### src/rtl/run_blob_stats.sv
`default_nettype none
// ============================================================================
// run_blob_stats : per-frame single-blob statistics from run-length FIFO words
// Revision       : 1.0
// ============================================================================
module run_blob_stats #(
    parameter int X_W       = 10,
    parameter int Y_W       = 10,
    parameter int CNT_W     = 20,
    parameter int SUM_W     = 30,
    parameter int MIN_COUNT = 16
) (
    input  logic             clk,
    input  logic             rst,
    input  logic             empty,
    input  logic [2*X_W:0]   dout,
    output logic             rd_en,
    output logic             frame_valid,
    output logic             found,
    output logic [CNT_W-1:0] pixel_count,
    output logic [X_W-1:0]   centroid_x,
    output logic [Y_W-1:0]   centroid_y,
    output logic [X_W-1:0]   bbox_x_min,
    output logic [X_W-1:0]   bbox_x_max,
    output logic [Y_W-1:0]   bbox_y_min,
    output logic [Y_W-1:0]   bbox_y_max
);

    typedef enum logic [2:0] {
        S_IDLE  = 3'd0,
        S_FETCH = 3'd1,
        S_DIV_X = 3'd2,
        S_DIV_Y = 3'd3,
        S_DONE  = 3'd4
    } state_t;

    localparam int c_div_cw = $clog2(SUM_W);
    localparam logic [c_div_cw-1:0] c_div_last = c_div_cw'(SUM_W - 1);
    localparam int c_xp_w = 2 * X_W + 1;
    localparam int c_yp_w = Y_W + X_W + 1;

    state_t              state_q, state_d;
    logic [Y_W-1:0]      y_q, y_d;
    logic [CNT_W-1:0]    count_q, count_d;
    logic [SUM_W-1:0]    sum_x_q, sum_x_d, sum_y_q, sum_y_d;
    logic [X_W-1:0]      x_min_q, x_min_d, x_max_q, x_max_d;
    logic [Y_W-1:0]      y_min_q, y_min_d, y_max_q, y_max_d;
    logic [CNT_W-1:0]    lat_count_q, lat_count_d;
    logic [SUM_W-1:0]    lat_sum_y_q, lat_sum_y_d;
    logic [X_W-1:0]      lat_x_min_q, lat_x_min_d, lat_x_max_q, lat_x_max_d;
    logic [Y_W-1:0]      lat_y_min_q, lat_y_min_d, lat_y_max_q, lat_y_max_d;
    logic                skip_q, skip_d;
    logic [SUM_W-1:0]    div_num_q, div_num_d, div_rem_q, div_rem_d;
    logic [c_div_cw-1:0] div_cnt_q, div_cnt_d;
    logic [X_W-1:0]      quo_x_q, quo_x_d;
    logic                frame_valid_q, frame_valid_d, found_q, found_d;
    logic [CNT_W-1:0]    pixel_count_q, pixel_count_d;
    logic [X_W-1:0]      centroid_x_q, centroid_x_d;
    logic [Y_W-1:0]      centroid_y_q, centroid_y_d;
    logic [X_W-1:0]      bbox_x_min_q, bbox_x_min_d, bbox_x_max_q, bbox_x_max_d;
    logic [Y_W-1:0]      bbox_y_min_q, bbox_y_min_d, bbox_y_max_q, bbox_y_max_d;

    logic              w_cmd;
    logic [X_W-1:0]    w_start, w_end;
    logic [X_W:0]      w_len;
    logic [c_xp_w-1:0] w_xprod;
    logic [c_yp_w-1:0] w_yprod;
    logic [SUM_W-1:0]  w_x_add, w_y_add;
    logic              w_skip;
    logic [SUM_W:0]    w_rem_sh, w_diff;
    logic              w_ge;
    logic [SUM_W-1:0]  w_num_nx, w_rem_nx;

    assign w_cmd   = dout[2*X_W];
    assign w_start = dout[2*X_W-1:X_W];
    assign w_end   = dout[X_W-1:0];
    assign w_len   = {1'b0, w_end} - {1'b0, w_start} + (X_W+1)'(1);

    // (start+end)*len is always even, so the halving is exact
    assign w_xprod = (c_xp_w'(w_start) + c_xp_w'(w_end)) * c_xp_w'(w_len);
    assign w_x_add = SUM_W'(w_xprod >> 1);
    assign w_yprod = c_yp_w'(y_q) * c_yp_w'(w_len);
    assign w_y_add = SUM_W'(w_yprod);
    assign w_skip  = (count_q == '0) || (count_q < CNT_W'(MIN_COUNT));

    // Restoring divide step; a borrow out of the subtract means no quotient bit
    assign w_rem_sh = {div_rem_q, div_num_q[SUM_W-1]};
    assign w_diff   = w_rem_sh - (SUM_W+1)'(lat_count_q);
    assign w_ge     = !w_diff[SUM_W];
    assign w_rem_nx = w_ge ? w_diff[SUM_W-1:0] : w_rem_sh[SUM_W-1:0];
    assign w_num_nx = {div_num_q[SUM_W-2:0], w_ge};

    assign rd_en = (state_q == S_IDLE) && !empty && !rst;

    always_comb begin
        state_d       = state_q;
        y_d           = y_q;
        count_d       = count_q;
        sum_x_d       = sum_x_q;
        sum_y_d       = sum_y_q;
        x_min_d       = x_min_q;
        x_max_d       = x_max_q;
        y_min_d       = y_min_q;
        y_max_d       = y_max_q;
        lat_count_d   = lat_count_q;
        lat_sum_y_d   = lat_sum_y_q;
        lat_x_min_d   = lat_x_min_q;
        lat_x_max_d   = lat_x_max_q;
        lat_y_min_d   = lat_y_min_q;
        lat_y_max_d   = lat_y_max_q;
        skip_d        = skip_q;
        div_num_d     = div_num_q;
        div_rem_d     = div_rem_q;
        div_cnt_d     = div_cnt_q;
        quo_x_d       = quo_x_q;
        frame_valid_d = 1'b0;
        found_d       = found_q;
        pixel_count_d = pixel_count_q;
        centroid_x_d  = centroid_x_q;
        centroid_y_d  = centroid_y_q;
        bbox_x_min_d  = bbox_x_min_q;
        bbox_x_max_d  = bbox_x_max_q;
        bbox_y_min_d  = bbox_y_min_q;
        bbox_y_max_d  = bbox_y_max_q;

        case (state_q)
            S_IDLE: begin
                if (!empty) state_d = S_FETCH;
            end
            S_FETCH: begin
                state_d = S_IDLE;
                if (!w_cmd) begin
                    if (w_end >= w_start) begin
                        count_d = count_q + CNT_W'(w_len);
                        sum_x_d = sum_x_q + w_x_add;
                        sum_y_d = sum_y_q + w_y_add;
                        if (w_start < x_min_q) x_min_d = w_start;
                        if (w_end > x_max_q)   x_max_d = w_end;
                        if (y_q < y_min_q)     y_min_d = y_q;
                        if (y_q > y_max_q)     y_max_d = y_q;
                    end
                end else begin
                    if (w_start[0] && (y_q != '1)) y_d = y_q + Y_W'(1);
                    if (w_start[1]) begin
                        lat_count_d = count_q;
                        lat_sum_y_d = sum_y_q;
                        lat_x_min_d = x_min_q;
                        lat_x_max_d = x_max_q;
                        lat_y_min_d = y_min_q;
                        lat_y_max_d = y_max_q;
                        skip_d      = w_skip;
                        div_num_d   = sum_x_q;
                        div_rem_d   = '0;
                        div_cnt_d   = '0;
                        count_d     = '0;
                        sum_x_d     = '0;
                        sum_y_d     = '0;
                        y_d         = '0;
                        x_min_d     = '1;
                        x_max_d     = '0;
                        y_min_d     = '1;
                        y_max_d     = '0;
                        state_d     = S_DIV_X;
                    end
                end
            end
            S_DIV_X: begin
                div_num_d = w_num_nx;
                div_rem_d = w_rem_nx;
                div_cnt_d = div_cnt_q + c_div_cw'(1);
                if (div_cnt_q == c_div_last) begin
                    quo_x_d   = skip_q ? '0 : w_num_nx[X_W-1:0];
                    div_num_d = lat_sum_y_q;
                    div_rem_d = '0;
                    div_cnt_d = '0;
                    state_d   = S_DIV_Y;
                end
            end
            S_DIV_Y: begin
                div_num_d = w_num_nx;
                div_rem_d = w_rem_nx;
                div_cnt_d = div_cnt_q + c_div_cw'(1);
                if (div_cnt_q == c_div_last) begin
                    frame_valid_d = 1'b1;
                    found_d       = !skip_q;
                    pixel_count_d = lat_count_q;
                    centroid_x_d  = quo_x_q;
                    centroid_y_d  = skip_q ? '0 : w_num_nx[Y_W-1:0];
                    bbox_x_min_d  = skip_q ? '0 : lat_x_min_q;
                    bbox_x_max_d  = skip_q ? '0 : lat_x_max_q;
                    bbox_y_min_d  = skip_q ? '0 : lat_y_min_q;
                    bbox_y_max_d  = skip_q ? '0 : lat_y_max_q;
                    state_d       = S_DONE;
                end
            end
            S_DONE: begin
                state_d = S_IDLE;
            end
            default: begin
                state_d = S_IDLE;
            end
        endcase
    end

    always_ff @(posedge clk) begin
        if (rst) begin
            state_q       <= S_IDLE;
            y_q           <= '0;
            count_q       <= '0;
            sum_x_q       <= '0;
            sum_y_q       <= '0;
            x_min_q       <= '1;
            x_max_q       <= '0;
            y_min_q       <= '1;
            y_max_q       <= '0;
            lat_count_q   <= '0;
            lat_sum_y_q   <= '0;
            lat_x_min_q   <= '0;
            lat_x_max_q   <= '0;
            lat_y_min_q   <= '0;
            lat_y_max_q   <= '0;
            skip_q        <= 1'b1;
            div_num_q     <= '0;
            div_rem_q     <= '0;
            div_cnt_q     <= '0;
            quo_x_q       <= '0;
            frame_valid_q <= 1'b0;
            found_q       <= 1'b0;
            pixel_count_q <= '0;
            centroid_x_q  <= '0;
            centroid_y_q  <= '0;
            bbox_x_min_q  <= '0;
            bbox_x_max_q  <= '0;
            bbox_y_min_q  <= '0;
            bbox_y_max_q  <= '0;
        end else begin
            state_q       <= state_d;
            y_q           <= y_d;
            count_q       <= count_d;
            sum_x_q       <= sum_x_d;
            sum_y_q       <= sum_y_d;
            x_min_q       <= x_min_d;
            x_max_q       <= x_max_d;
            y_min_q       <= y_min_d;
            y_max_q       <= y_max_d;
            lat_count_q   <= lat_count_d;
            lat_sum_y_q   <= lat_sum_y_d;
            lat_x_min_q   <= lat_x_min_d;
            lat_x_max_q   <= lat_x_max_d;
            lat_y_min_q   <= lat_y_min_d;
            lat_y_max_q   <= lat_y_max_d;
            skip_q        <= skip_d;
            div_num_q     <= div_num_d;
            div_rem_q     <= div_rem_d;
            div_cnt_q     <= div_cnt_d;
            quo_x_q       <= quo_x_d;
            frame_valid_q <= frame_valid_d;
            found_q       <= found_d;
            pixel_count_q <= pixel_count_d;
            centroid_x_q  <= centroid_x_d;
            centroid_y_q  <= centroid_y_d;
            bbox_x_min_q  <= bbox_x_min_d;
            bbox_x_max_q  <= bbox_x_max_d;
            bbox_y_min_q  <= bbox_y_min_d;
            bbox_y_max_q  <= bbox_y_max_d;
        end
    end

    assign frame_valid = frame_valid_q;
    assign found       = found_q;
    assign pixel_count = pixel_count_q;
    assign centroid_x  = centroid_x_q;
    assign centroid_y  = centroid_y_q;
    assign bbox_x_min  = bbox_x_min_q;
    assign bbox_x_max  = bbox_x_max_q;
    assign bbox_y_min  = bbox_y_min_q;
    assign bbox_y_max  = bbox_y_max_q;

endmodule
`default_nettype wire

### config.mk
export PLATFORM = sky130hd
export DESIGN_NAME = run_blob_stats
export DESIGN_NICKNAME = d
export VERILOG_FILES = /design/src/rtl/run_blob_stats.sv
export SDC_FILE = /design/constraint.sdc
export NUM_CORES = 1
export LEC_CHECK = 0
export ABC_AREA = 1
export BUFFER_PORTS_ARGS = -buffer_cell sky130_fd_sc_hd__buf_2
export CAP_MARGIN = 25
export CORE_MARGIN = 1
export CORE_UTILIZATION = 58
export DETAILED_ROUTE_END_ITERATION = 16
export GPL_TIMING_DRIVEN = 0
export PLACE_DENSITY = 0.85
export SLEW_MARGIN = 30
export SYNTH_ARGS = -nofsm -noshare
export SYNTH_HDL_FRONTEND = slang
export SYNTH_SLANG_ARGS = --single-unit
### constraint.sdc
create_clock -name clk -period 8.8 [get_ports clk]
set_input_delay 0.88 -clock clk [delete_from_list [all_inputs] [get_ports clk]]
set_output_delay 0.88 -clock clk [all_outputs]
set_load 0.02 [all_outputs]
==> metrics.csv <==
metric,value,unit
yosysMostFrequentCell,nand2_1,
fillers,4078,
critPathLaunchType,input port,
synth_area_leaders,"dfxtp_1 27%, fa_1 13%, ha_1 11%, nand2_1 9.5%, inv_1 7.2%",
drtIter0Drc,2986,
synthToLayoutAreaGrowth,11.22,%
cts_tree,yes,
cp_data_arrival_time,9.06,ns
synthesis.area,28520,µm²
synth_top_flop_cell,dfxtp_1,
clk_pin_slew,0.06,ns
detail-route-antenna-nets,0,
hold_violations,0,
postSynth.asyncResetShare,0,%
drive_above_1_share,9.227,%
synth_xor_area_share,1.685,%
critical_path.top_delay_family,adder cells,
rr_endpoint,sum_y_q[29],
place_inst,4652,
synthMuxAreaShare,0,%
grt_pass1_vias,26210,
numCtsBuffers,41,
cts-htree-levels,2,
synth.top_cells.by_count,"722 x nand2_1, 545 x inv_1, 390 x a21oi_1, 384 x nor2_1, 381 x dfxtp_1",
final.min_clock_period,8.545,ns
drtPass1Iterations,6,
grt_usage,35.68,%
cp_slowest_stage_delay,0.57,ns
syn-num-nets,4339,
routed_wl,89440,µm
slowest_stage,fa_1,
nets,4492,
cts_num_sinks,381,
clockBufferDepth,3,
syn_inst,3892,
path_depth,42,
routedWlPerCell,18.90,µm
dieArea,50060,µm²
core_area,48150,µm²
stdcell_count,4733,
hp-start,bbox_x_min[5],
reg2reg_slack,2.75,ns
min_to,bbox_x_min[5],
min_path_cells,2,
synth_top_family_by_area,adder cells,
skew,0.04188,ns
drc,0,
critical_path_class,input port to flip-flop,
clock_tree.root_cell,clkbuf_16,
die_w,223.7,µm
clk-insertion-delay-late,0.61,ns
run_status,finished clean,
yosysTopAreaCell,dfxtp_1,
synthAdderAreaFrac,23.27,%
synth-edff-count,0,
rows,80,
grt.overflow.total,0,
maxCapViolCount,0,
slew_headroom,39.57,%
yosysSeqAreaShare,26.75,%
slew_viol_final,0,
final-setup-viol-count,0,
place_congestion,1.006,
holdWs,0.4610,ns
grt_pass1_wl,140500,µm
r2r_start,y_q[7],
yosysWarnings,0,
synth_top_area_share,26.75,%
crit_required,9.31,ns
critPathCaptureType,flip-flop,
worstMarginPinSlew,0.9065,ns
rr_worst_depth,21,
hpwlAfterDp,69030,µm
fmax,117.0,MHz
synth_compound_area_share,17.37,%
num_vias,27680,
port_buffers,104,
crit_fanout,10,
via_per_inst,5.849,
crit_buf_inv,9,
die-height,223.7,µm
synth-simple-area-share,20.85,%
cts_hold_buf,0,
hold_path_class,flip-flop to flip-flop,
start_util,59.23,%
fin_crit_sh,97.10,%
synth-seq-cells,381,
grt_antenna_before_repair,1,
ys_types,58,
grt_start_max_net_pins,15,
avgSynthCellArea,7.327,µm²
ioPinCount,107,
[per-stage QoR]
| step | area [µm²] | setup slack (ns) | setup TNS (ns) | util, % |
|---|---|---|---|---|
| finish | 31720 | 0.2554 | 0 | 65.88 |
| global route | 31710 | -0.1253 | -0.6749 | 65.87 |
| CTS | 31390 | 0.01459 | 0 | 65.19 |
| detailed placement | 29860 | -1.356 | -18.74 | 62.02 |
| global placement | 29860 | -1.239 | -15.87 | 62.02 |
| floorplan | 28520 | 0.3649 | 0 | - |
[worst reg2reg max path, cell delays in order, from the launching register on]
cell	delay, ns
dfxtp_1	0.40
clkbuf_1	0.43
clkbuf_1	0.47
nand2_1	0.13
fa_1	0.50
fa_1	0.55
inv_1	0.06
fa_1	0.55
inv_1	0.06
fa_1	0.53
inv_1	0.05
fa_1	0.43
ha_1	0.35
a21oi_1	0.32
o21ai_0	0.17
o21ai_0	0.19
nand3_1	0.21
a21oi_1	0.27
nor2_1	0.09
nand2_1	0.07
nand2_1	0.04
nor2_1	0.10
[placed cells by master, fill, tap and decap left out, types with 17 or more instances in the layout]
cell       synthesis  layout
nor2_1           384     379
o21ai_0          266     260
or2_2             22      22
nor3_1            30      26
clkbuf_16          0      41
nand3_1          166     163
a221oi_1          29      29
a21oi_2           13      18
ha_1             244     237
nand4_1           47      47
dfxtp_1          381     381
o211ai_1          55      55
o21bai_1          27      27
xnor2_1           18      17
xor2_1            35      31
clkbuf_1         108     101
inv_1            545     542
buf_2             43     147
fa_1             179     178
nand2_2           14      18
o21ai_1           34      35
a21oi_1          390     385
nand2_1          722     717
inv_2             15      17
[kinds of logic (layout without fill, tap and decap cells)]
| family | Yosys count | count (layout) |
|---|---|---|
| simple gates | 1425 | 1425 |
| compound gates | 876 | 876 |
| buf+inv | 733 | 916 |
| fa+ha+maj | 423 | 423 |
| flops | 381 | 381 |
| xor+xnor | 54 | 54 |
| other cells | 0 | 2 |
[repair_timing]
action / in CTS / in global routing
endpoints found under the setup margin: 17 / 18
buffers inserted: 0 / 8
gates resized for setup: 25 / 63
pin swaps: 1 / 20
[final cells by class]
cell class	instances	area (µm²)	share of cell area, %
timing repair buffer	112	580.6	1.830
clock inverter	17	247.7	0.7811
inverter	566	2140	6.746
buffer	165	769.5	2.426
sequential	381	7627	24.05
clock buffer	56	1202	3.791
multi-input combinational	2778	18330	57.78
tap	656	820.8	2.588
antenna	2	5.005	0.01578
[how the worst max path moves through the flow]
stage,startpoint,end,slack (ns)
finish,dout[14],sum_x_q[29],0.26
global route,dout[14],sum_x_q[20],-0.13
CTS,dout[1],sum_x_q[23],0.01
detailed placement,dout[1],sum_x_q[24],-1.36
global placement,dout[1],sum_x_q[24],-1.24
floorplan,dout[1],sum_x_q[24],0.36
[flip-flops by register name, indices dropped and copies added, names as in the netlist, 20 cells and up]
signal and count:
sum_y_q 30, sum_x_q 30, pixel_count 20, count_q 20, lat_count_q 20, lat_sum_y_q 30, div_rem_q 30, div_num_q 30
[per-layer routing]
metal	global-route usage (%)	share of wire, %	wire length [µm]
met3	6.834	10	9001
met5	0	0	0
met4	17.74	5.4	4806
met1	46.25	40	35690
met2	56.97	45	39940
Power is not shown: default switching activity piles up to over one toggle a cycle in this logic, so the estimate is an artifact.
